--- config.mk ---
export PLATFORM = sky130hd
export DESIGN_NAME = rf_wb_writer
export DESIGN_NICKNAME = d
export VERILOG_FILES = /design/src/rtl/rf_wb_writer.sv
export SDC_FILE = /design/constraint.sdc
export NUM_CORES = 1
export LEC_CHECK = 0
export ABC_AREA = 0
export CORE_UTILIZATION = 50
export CTS_CLUSTER_DIAMETER = 80
export DETAILED_ROUTE_END_ITERATION = 8
export PLACE_DENSITY = 0.82
export SLEW_MARGIN = 20
export SYNTH_ARGS = -nofsm -noshare
export SYNTH_HDL_FRONTEND = slang
export SYNTH_SLANG_ARGS = --single-unit
--- constraint.sdc ---
create_clock -name CLK -period 3.85 [get_ports CLK]
set_clock_uncertainty 0.05 [all_clocks]
set_input_delay 0.385 -clock CLK [delete_from_list [all_inputs] [get_ports CLK]]
set_output_delay 0.385 -clock CLK [all_outputs]
set_load 0.01 [all_outputs]
--- src/rtl/rf_wb_writer.sv ---
// rf_wb_writer: writeback-port arbiter for the 32x32 register file.
// ALU results always win the write port. LSU results go straight through when
// the port and the FIFO are free, and are queued otherwise. A queued result is
// killed when a younger ALU write targets the same register. The decode stage
// can read pending values through the forwarding outputs.
module rf_wb_writer #(
    parameter int DEPTH = 2,
    parameter int XLEN  = 32
) (
    input  logic            CLK,
    input  logic            RST,
    input  logic            ALU_WE,
    input  logic [4:0]      ALU_RD,
    input  logic [XLEN-1:0] ALU_WDATA,
    input  logic            LSU_VALID,
    input  logic [4:0]      LSU_RD,
    input  logic [XLEN-1:0] LSU_WDATA,
    output logic            LSU_READY,
    output logic [4:0]      WNUM,
    output logic [XLEN-1:0] WDATA,
    input  logic [4:0]      RNUM1,
    input  logic [4:0]      RNUM2,
    output logic            FWD1_HIT,
    output logic            FWD2_HIT,
    output logic [XLEN-1:0] FWD1_DATA,
    output logic [XLEN-1:0] FWD2_DATA,
    output logic            PENDING
);
    localparam int PW = (DEPTH > 1) ? $clog2(DEPTH) : 1;
    localparam int CW = PW + 1;

    logic [4:0]      r_rd  [DEPTH];
    logic [XLEN-1:0] r_dat [DEPTH];
    logic [DEPTH-1:0] r_vld;
    logic [PW-1:0]   r_wp, r_rp;
    logic [CW-1:0]   r_cnt;
    logic [4:0]      r_wnum;
    logic [XLEN-1:0] r_wdata;

    logic w_ready, w_acc_nz, w_alu, w_empty, w_pop, w_direct, w_push, w_kill_in;

    // READY looks only at the registered count, so a pop in the same cycle
    // never opens a slot early.
    assign w_ready   = !RST && (r_cnt < CW'(DEPTH));
    assign w_acc_nz  = LSU_VALID && w_ready && (LSU_RD != 5'd0);
    assign w_alu     = ALU_WE && (ALU_RD != 5'd0);
    assign w_empty   = (r_cnt == '0);
    assign w_pop     = !w_alu && !w_empty;
    assign w_direct  = !w_alu && w_empty && w_acc_nz;
    assign w_push    = w_acc_nz && !w_direct;
    // An LSU result arriving together with an ALU write is older, so it dies on entry.
    assign w_kill_in = w_alu && (LSU_RD == ALU_RD);

    assign LSU_READY = w_ready;
    assign PENDING   = !w_empty;
    assign WNUM      = r_wnum;
    assign WDATA     = r_wdata;

    // FIFO payload; reset is unnecessary because validity lives in r_vld.
    always_ff @(posedge CLK) begin
        if (w_push) begin
            r_rd[r_wp]  <= LSU_RD;
            r_dat[r_wp] <= LSU_WDATA;
        end
    end

    // FIFO control, WAW kill and write-port select.
    always_ff @(posedge CLK or posedge RST) begin
        if (RST) begin
            r_vld   <= '0;
            r_wp    <= '0;
            r_rp    <= '0;
            r_cnt   <= '0;
            r_wnum  <= 5'd0;
            r_wdata <= '0;
        end else begin
            for (int i = 0; i < DEPTH; i++) begin
                if (w_alu && (r_rd[i] == ALU_RD)) r_vld[i] <= 1'b0;
            end
            if (w_pop)  r_vld[r_rp] <= 1'b0;
            if (w_push) r_vld[r_wp] <= !w_kill_in;
            if (w_push) r_wp <= r_wp + PW'(1);
            if (w_pop)  r_rp <= r_rp + PW'(1);
            case ({w_push, w_pop})
                2'b10:   r_cnt <= r_cnt + CW'(1);
                2'b01:   r_cnt <= r_cnt - CW'(1);
                default: r_cnt <= r_cnt;
            endcase

            if (w_alu) begin
                r_wnum  <= ALU_RD;
                r_wdata <= ALU_WDATA;
            end else if (!w_empty) begin
                // A killed head still burns its slot as an idle write.
                r_wnum  <= r_vld[r_rp] ? r_rd[r_rp]  : 5'd0;
                r_wdata <= r_vld[r_rp] ? r_dat[r_rp] : '0;
            end else if (w_direct) begin
                r_wnum  <= LSU_RD;
                r_wdata <= LSU_WDATA;
            end else begin
                r_wnum  <= 5'd0;
                r_wdata <= '0;
            end
        end
    end

    logic [4:0]      w_rn  [2];
    logic            w_hit [2];
    logic [XLEN-1:0] w_fd  [2];

    assign w_rn[0]   = RNUM1;
    assign w_rn[1]   = RNUM2;
    assign FWD1_HIT  = w_hit[0];
    assign FWD2_HIT  = w_hit[1];
    assign FWD1_DATA = w_fd[0];
    assign FWD2_DATA = w_fd[1];

    for (genvar p = 0; p < 2; p++) begin : g_fwd
        logic [PW-1:0] w_idx;
        // Walk oldest to youngest so the youngest live match wins; fall back to the output register.
        always_comb begin
            w_hit[p] = 1'b0;
            w_fd[p]  = '0;
            w_idx    = r_rp;
            if (w_rn[p] != 5'd0) begin
                for (int k = 0; k < DEPTH; k++) begin
                    w_idx = r_rp + PW'(k);
                    if ((CW'(k) < r_cnt) && r_vld[w_idx] && (r_rd[w_idx] == w_rn[p])) begin
                        w_hit[p] = 1'b1;
                        w_fd[p]  = r_dat[w_idx];
                    end
                end
                if (!w_hit[p] && (r_wnum == w_rn[p])) begin
                    w_hit[p] = 1'b1;
                    w_fd[p]  = r_wdata;
                end
            end
        end
    end

endmodule

==> results of run 1 <==
==> metrics by stage <==
stage                     setup WS (ns)  setup TNS (ns)  instances  utilization
final                           -0.1085          -2.135       1102       0.7126
after global routing            -0.2215          -8.392       1102       0.7126
after CTS                      -0.09438          -1.418       1102       0.7095
after detailed placement         0.2234               0       1067       0.6649
after global placement           0.2583               0       1067       0.6649
after floorplan                  0.6402               0        733            -
==> worst max-delay path, stage by stage (launching register included) <==
cell	delay [ns]
dfrtp_4	0.55
mux2i_4	0.32
xnor2_1	0.11
or4_4	0.57
o211ai_4	0.24
buf_12	0.24
o221ai_1	0.16
a22oi_1	0.30
clkdlybuf4s50_1	0.58
==> cell families (layout without fill, tap and decap cells) <==
family | after synthesis | count (layout) | synth area share
XOR/XNOR | 49 | 49 | 0.05730
flip-flops | 117 | 117 | 0.4404
AND/OR/NAND/NOR | 187 | 187 | 0.1059
adder cells (fa/ha/maj) | 3 | 3 | 0.005012
AO/OA/AOI/OAI | 247 | 247 | 0.2703
multiplexers | 47 | 47 | 0.06933
buffers and inverters | 83 | 268 | 0.05179
==> state kept, by name (all words and copies together), names as in the netlist <==
signal / cells
WDATA: 32
WNUM: 5
r_cnt: 2
r_dat: 64
r_rd: 10
r_rp: 1
r_vld: 2
r_wp: 1
==> cell usage in the layout, fill, tap and decap left out, drive strengths merged, types with 2 or more instances in the layout <==
cell | netlist | layout
a211oi | 3 | 3
a21o | 2 | 2
a21oi | 8 | 8
a221oi | 31 | 31
a22oi | 59 | 59
a31o | 2 | 2
a31oi | 4 | 4
buf | 22 | 34
bufinv | 0 | 3
clkbuf | 51 | 22
clkdlybuf4s50 | 0 | 191
clkinv | 0 | 6
dfrtp | 43 | 43
edfxtp | 74 | 74
ha | 3 | 3
inv | 10 | 10
mux2 | 33 | 33
mux2i | 14 | 14
nand2 | 74 | 74
nand3 | 3 | 3
nand4 | 4 | 4
nor2 | 81 | 81
nor3 | 7 | 7
nor4 | 5 | 5
o211ai | 2 | 2
o21ai | 10 | 10
o221ai | 120 | 120
o311a | 2 | 2
or2 | 4 | 4
or4 | 6 | 6
xnor2 | 30 | 30
xor2 | 19 | 19
==> report_power, final <==
part           internal [mW]  total [mW]  switching (mW)
Sequential              1.56        1.79           0.231
Clock                   1.04        1.59           0.548
Combinational           1.18        2.49            1.31
==> timing repair <==
action / CTS / global route
resized for setup: 10 / 7
pin swaps: 1 / 0
hold endpoints to repair: 0 / 0
endpoints found under the setup margin: 54 / 61
setup buffers: 3 / 0
==> final cells by class <==
| type | instances | area (µm²) | share of cell area |
|---|---|---|---|
| Clock inverter | 10 | 128.9 | 0.01240 |
| Timing Repair Buffer | 226 | 2288 | 0.2201 |
| Tap cell | 184 | 230.2 | 0.02214 |
| Clock buffer | 22 | 464.2 | 0.04465 |
| Multi-Input combinational cell | 533 | 3943 | 0.3792 |
| Inverter | 10 | 40.04 | 0.003851 |
| Sequential cell | 117 | 3302 | 0.3176 |
==> layer usage <==
layer	global-route usage	share of wire
met1	0.4125	0.39
met2	0.5268	0.49
met3	0.05971	0.086
met4	0.1368	0.030
met5	0	0
==> worst min path at each step <==
stage	startpoint	end	slack [ns]	depth (start not counted)
final	r_cnt[0]$_DFFE_PP0P_	r_cnt[0]$_DFFE_PP0P_	0.46	1
after global routing	r_cnt[0]$_DFFE_PP0P_	r_cnt[0]$_DFFE_PP0P_	0.49	1
after CTS	ALU_WDATA[1]	WDATA[1]$_DFF_PP0_	0.46	3
after detailed placement	r_cnt[0]$_DFFE_PP0P_	r_cnt[0]$_DFFE_PP0P_	0.45	1
after global placement	r_cnt[0]$_DFFE_PP0P_	r_cnt[0]$_DFFE_PP0P_	0.45	1
after floorplan	r_wp$_DFFE_PP0P_	r_wp$_DFFE_PP0P_	0.42	1
==> summary.txt, run 1 <==
Yosys
  – Synth unique cells: 46
  – Synth Net Count: 824
  – Top post-synthesis cells by area: edfxtp_1 30%, dfrtp_1 14%, o221ai_1 14%, a22oi_1 5.9%, mux2_2 5.0%
  – Mean area per synthesized cell: 10.22 µm²
  – Synthesized flop and latch total: 117
  – FFs w/ async S/R, synth: 0.3675
  – Post-Synthesis Cells: 733
  – Synth cell count leaders: 120 x o221ai_1, 81 x nor2_1, 74 x edfxtp_1, 74 x nand2_1, 59 x a22oi_1
  – Yosys warnings: 0
  – Main synth FF type: edfxtp_1
  – Synth top area share: 0.2967
  – Mapped Area: 7490 µm²
  – Post-synth EDFFs: 74
  – Largest area contributor in the netlist: edfxtp_1
  – Most numerous cell in the Yosys netlist: o221ai_1
  – Sequential fraction of the synthesis area: 0.4404

Timing
  – Worst Slack Setup Final: -0.1085 ns
  – Final setup vio count: 51
  – Endpoints failing hold: 0
  – Crit share post-route: 1.028
  – Max-slew headroom: 0.3647
  – Slew Viols, Final: 0
  – RSZ-0062 raised after global routing: yes
  – Fin Hold WS: 0.4611 ns
  – Tmin final: 3.958 ns
  – Highest Clock Rate: 0.2526 GHz
  – Slew @ Worst Pin: 0.9515 ns

Drt
  – Mean routed wirelength per cell: 22.64 µm
  – Remaining DRCs: 0
  – Detail Route Antenna Nets: 0
  – Drt initial violations: 795
  – Vias: 7,579
  – Routed WL: 24,950 µm
  – Drt first pass iters: 5
  – Via density: 6.877

Worst setup path
  – Reg-to-reg slack, setup: 1.44 ns
  – Crit. End Element: primary output
  – WP data arrival: 3.52 ns
  – Crit Reg-Reg Endpoint: r_vld[1]$_DFF_PP0_
  – Reg-to-reg startpoint: r_rp$_DFFE_PP0P_
  – CP Capture Point: FWD1_DATA[24]
  – Worst-path maximum fanout: 44
  – Start point of the critical path: r_rp$_DFFE_PP0P_
  – R2R depth: 5
  – Worst Setup Path Type: reg2out
  – Required @ worst endpoint: 3.41 ns
  – CP Launch Type: flop

Finish
  – FILL cells: 1,072
  – ANT cells: 0
  – Design area: 10,400 µm²
  – Layout cells sized above 1: 0.1427
  – Synthesis-to-layout area growth: 38.81%
  – Layout Nets: 996

Place
  – GP Congestion: 0.9136
  – DP Area: 9701 µm²
  – Dpl hpwl: 15,700 µm
  – PortBufs: 192

Flow run
  – Maxcap violations: 0

Clock tree
  – Longest Clk Path Bufs: 2
  – Clock Sink Count: 117
  – CTS Buf Count: 17
  – Worst-skew pair later-pin latency: 0.42 ns
  – CTS Hold Bufs: 0
  – CTS root buf: clkbuf_16
  – Reg clk slew, reported paths: 0.05 ns
  – H-tree depth: 4
  – CTS tree: built

Pwr
  – Power per Cell Area: 565.0 nW/µm²
  – Leakage: 3.700 nW
  – Peak VDD IR: 0.3449 mV
  – Pwr Total: 5.874 mW

Floorplanning
  – Starting Density: 0.5134
  – Rows: 44
  – Core area: 14,590 µm²
  – Die ar.: 15,470 µm²
  – I/O pins: 193
  – Die width: 124.4 µm
  – Die height: 124.4 µm

Worst hold path
  – Hold Path Class: reg2reg

GRT
  – Vias in the first global route: 7,227
  – First-pass GRT wire length: 38,960 µm
  – Grt total ovfl: 0
  – All-Layer GR Usage: 0.3202
  – Antenna violations before repair: 0
  – Largest net degree at the start of global routing: 64

Outcome
  – Status: finished, violations left
  – Failing checks: negative setup slack
Power figures use the tool's default switching activity.
==> inputs of run 2 (changes only) <==
CORE_MARGIN = 8   (was default)
==> summary.txt, run 2 (synthesis gave the netlist of run 1 again) <==
Outcome
  – Status: complete, no violations

Drt
  – Remaining DRCs: 0 (unchanged)
  – Detail Route Antenna Nets: 0 (unchanged)
  – Via density: 6.740 (-2.0%)
  – Vias: 7,421 (-2.1%)
  – Drt first pass iters: 7 (+2)
  – Drt initial violations: 905 (+14%)
  – Routed WL: 26,430 µm (+5.9%)
  – Mean routed wirelength per cell: 24.00 µm (+6.0%)

Timing
  – Slew Viols, Final: 0 (unchanged)
  – Tmin final: 3.837 ns (-0.1218 ns)
  – RSZ-0062 raised after global routing: yes
  – Highest Clock Rate: 0.2606 GHz (+3.2%)
  – Final setup vio count: 0 (-100%)
  – Endpoints failing hold: 0 (unchanged)
  – Slew @ Worst Pin: 0.7948 ns (-0.1567 ns)
  – Worst Slack Setup Final: 0.01332 ns (+0.1218 ns)
  – Max-slew headroom: 0.4701 (+0.1054)
  – Crit share post-route: 0.9965 (-0.03163)

Worst setup path
  – Family with the most delay on the worst path: buffers and inverters
  – Required @ worst endpoint: 3.41 ns (about the same)
  – WP depth: 10 (+2)
  – Most frequent CP cell: buf_4
  – WP data arrival: 3.40 ns (-0.12 ns)
  – Crit. End Element: primary output
  – Reg-to-reg slack, setup: 1.35 ns (-0.09 ns)
  – Crit Reg-Reg Endpoint: r_vld[1]$_DFF_PP0_
  – Worst path buffer plus inverter count: 4 (+2)
  – Critical path's largest stage delay: 0.53 ns (-0.05 ns)
  – CP max stage cell: dfrtp_4
  – CP Launch Type: flop
  – R2R depth: 4 (-1)
  – Worst Setup Path Type: reg2out
  – Worst-path maximum fanout: 60 (+36%)
  – Reg-to-reg startpoint: r_rp$_DFFE_PP0P_
  – Cell Chain, Critical Path: buf_4 > mux2i_4 > buf_4 > xor2_1 > nand4_1 > a211o_2 > buf_12 > o221ai_1 > a22oi_1 > clkdlybuf4s50_1

Pwr
  – Pwr Total: 5.855 mW (-0.32%)
  – Power per Cell Area: 563.4 nW/µm² (-0.28%)
  – Peak VDD IR: 0.4773 mV (+38%)
  – Leakage: 4.317 nW (+17%)

Finish
  – Layout cells sized above 1: 0.1355 (-0.007182)
  – FILL cells: 1,078 (+0.56%)
  – Commonest non-fill, non-tap cell in the layout: clkdlybuf4s50_1
  – Layout Nets: 993 (-0.30%)
  – Most flops, register: r_dat
  – Synthesis-to-layout area growth: 38.76% (about the same)
  – Most frequent cells in the layout: 133 x clkdlybuf4s50_1, 120 x o221ai_1, 76 x nor2_1
  – Max reg flops: 64 (unchanged)
  – Final std cells w/o fill: 1,101 (-0.091%)

Clock tree
  – H-tree depth: 4 (unchanged)
  – CTS root buf: clkbuf_16
  – CTS Hold Bufs: 0 (unchanged)
  – Reg clk slew, reported paths: 0.06 ns (about the same)
  – Longest Clk Path Bufs: 2 (unchanged)
  – CTS Buf Count: 17 (unchanged)
  – Worst-skew pair later-pin latency: 0.42 ns (about the same)
  – CTS tree: built
  – Clock Sink Count: 117 (unchanged)

Floorplanning
  – Starting Density: 0.5134 (unchanged)
  – Core area: 14,590 µm² (unchanged)
  – Die height: 138.4 µm (+11%)
  – I/O pins: 193 (unchanged)
  – Rows: 44 (unchanged)
  – Die ar.: 19,150 µm² (+24%)
  – Die width: 138.4 µm (+11%)

Place
  – Placed insts: 1,061 (-0.56%)
  – GP Congestion: 0.9467 (+3.6%)
  – Dpl hpwl: 17,090 µm (+8.9%)
  – PortBufs: 192 (unchanged)
  – Post-Place Worst Slack: 0.1073 ns (-0.1162 ns)

GRT
  – Antenna violations before repair: 2 (+2)
  – Grt total ovfl: 0 (unchanged)
  – Largest net degree at the start of global routing: 64 (unchanged)
  – First-pass GRT wire length: 41,890 µm (+7.5%)
  – Vias in the first global route: 7,452 (+3.1%)
  – All-Layer GR Usage: 0.2705 (-0.04967)

Flow run
  – Maxcap violations: 0 (unchanged)

Worst hold path
  – Hold Path Class: in2async
## run 2: worst max path at each step
| stage | startpoint | endpoint | slack [ns] |
|---|---|---|---|
| after floorplan | ALU_RD[0] | r_vld[0]$_DFF_PP0_ | 0.64 |
| after global placement | RNUM1[0] | FWD1_DATA[2] | 0.19 |
| after detailed placement | RNUM1[3] | FWD1_DATA[2] | 0.11 |
| after CTS | r_rp$_DFFE_PP0P_ | FWD2_DATA[28] | 0.06 |
| after global routing | r_rp$_DFFE_PP0P_ | FWD2_DATA[25] | -0.12 |
| final | r_rp$_DFFE_PP0P_ | FWD2_DATA[22] | 0.01 |
## run 2: per-layer routing
layer	wire length (µm)	vias up	track usage
met1	10580	3606	0.3397
met5	0	-	0
met2	12640	461	0.4323
met4	907	0	0.1390
met3	2299	57	0.05582
li1	-	3297	-
## run 2: stage by stage
stage	hold slack, ns	setup TNS [ns]	area, µm²	util
floorplan	0.4181	0	7490	-
global placement	0.4482	0	9635	0.6605
detailed placement	0.4563	0	9635	0.6605
CTS	0.3559	0	10320	0.7077
global route	0.3919	-0.3390	10390	0.7124
finish	0.3397	0	10390	0.7124
## run 2: timing repair
| action | 4_1_cts | 5_1_grt |
|---|---|---|
| endpoints found under the setup margin | 62 | 28 |
| buffers inserted | 5 | 0 |
| gates cloned | 1 | 0 |
| gates resized for setup | 44 | 25 |
| pin swaps | 3 | 0 |
## run 2: area by class of cell
type | count | area, µm² | share of cell area
diodes | 2 | 5.005 | 0.0004816
flip-flops and latches | 117 | 3302 | 0.3177
multi-input cells | 533 | 3905 | 0.3758
well taps | 184 | 230.2 | 0.02215
inverters | 10 | 40.04 | 0.003853
repair buffers | 223 | 2298 | 0.2212
clock buffers | 23 | 488.0 | 0.04695
clock inverters | 9 | 123.9 | 0.01192
## run 2: report_power, final
| group | total, mW | internal, mW | switching, mW |
|---|---|---|---|
| clock network | 1.63 | 1.08 | 0.548 |
| logic | 2.44 | 1.14 | 1.30 |
| registers | 1.79 | 1.56 | 0.225 |
| total | 5.86 | 3.78 | 2.07 |
## run 2: worst reg2reg max path, cell delays in order (launching register included)
cell	delay [ns]
dfrtp_4	0.53
buf_4	0.60
inv_4	0.49
o311a_1	0.46
mux2_2	0.26
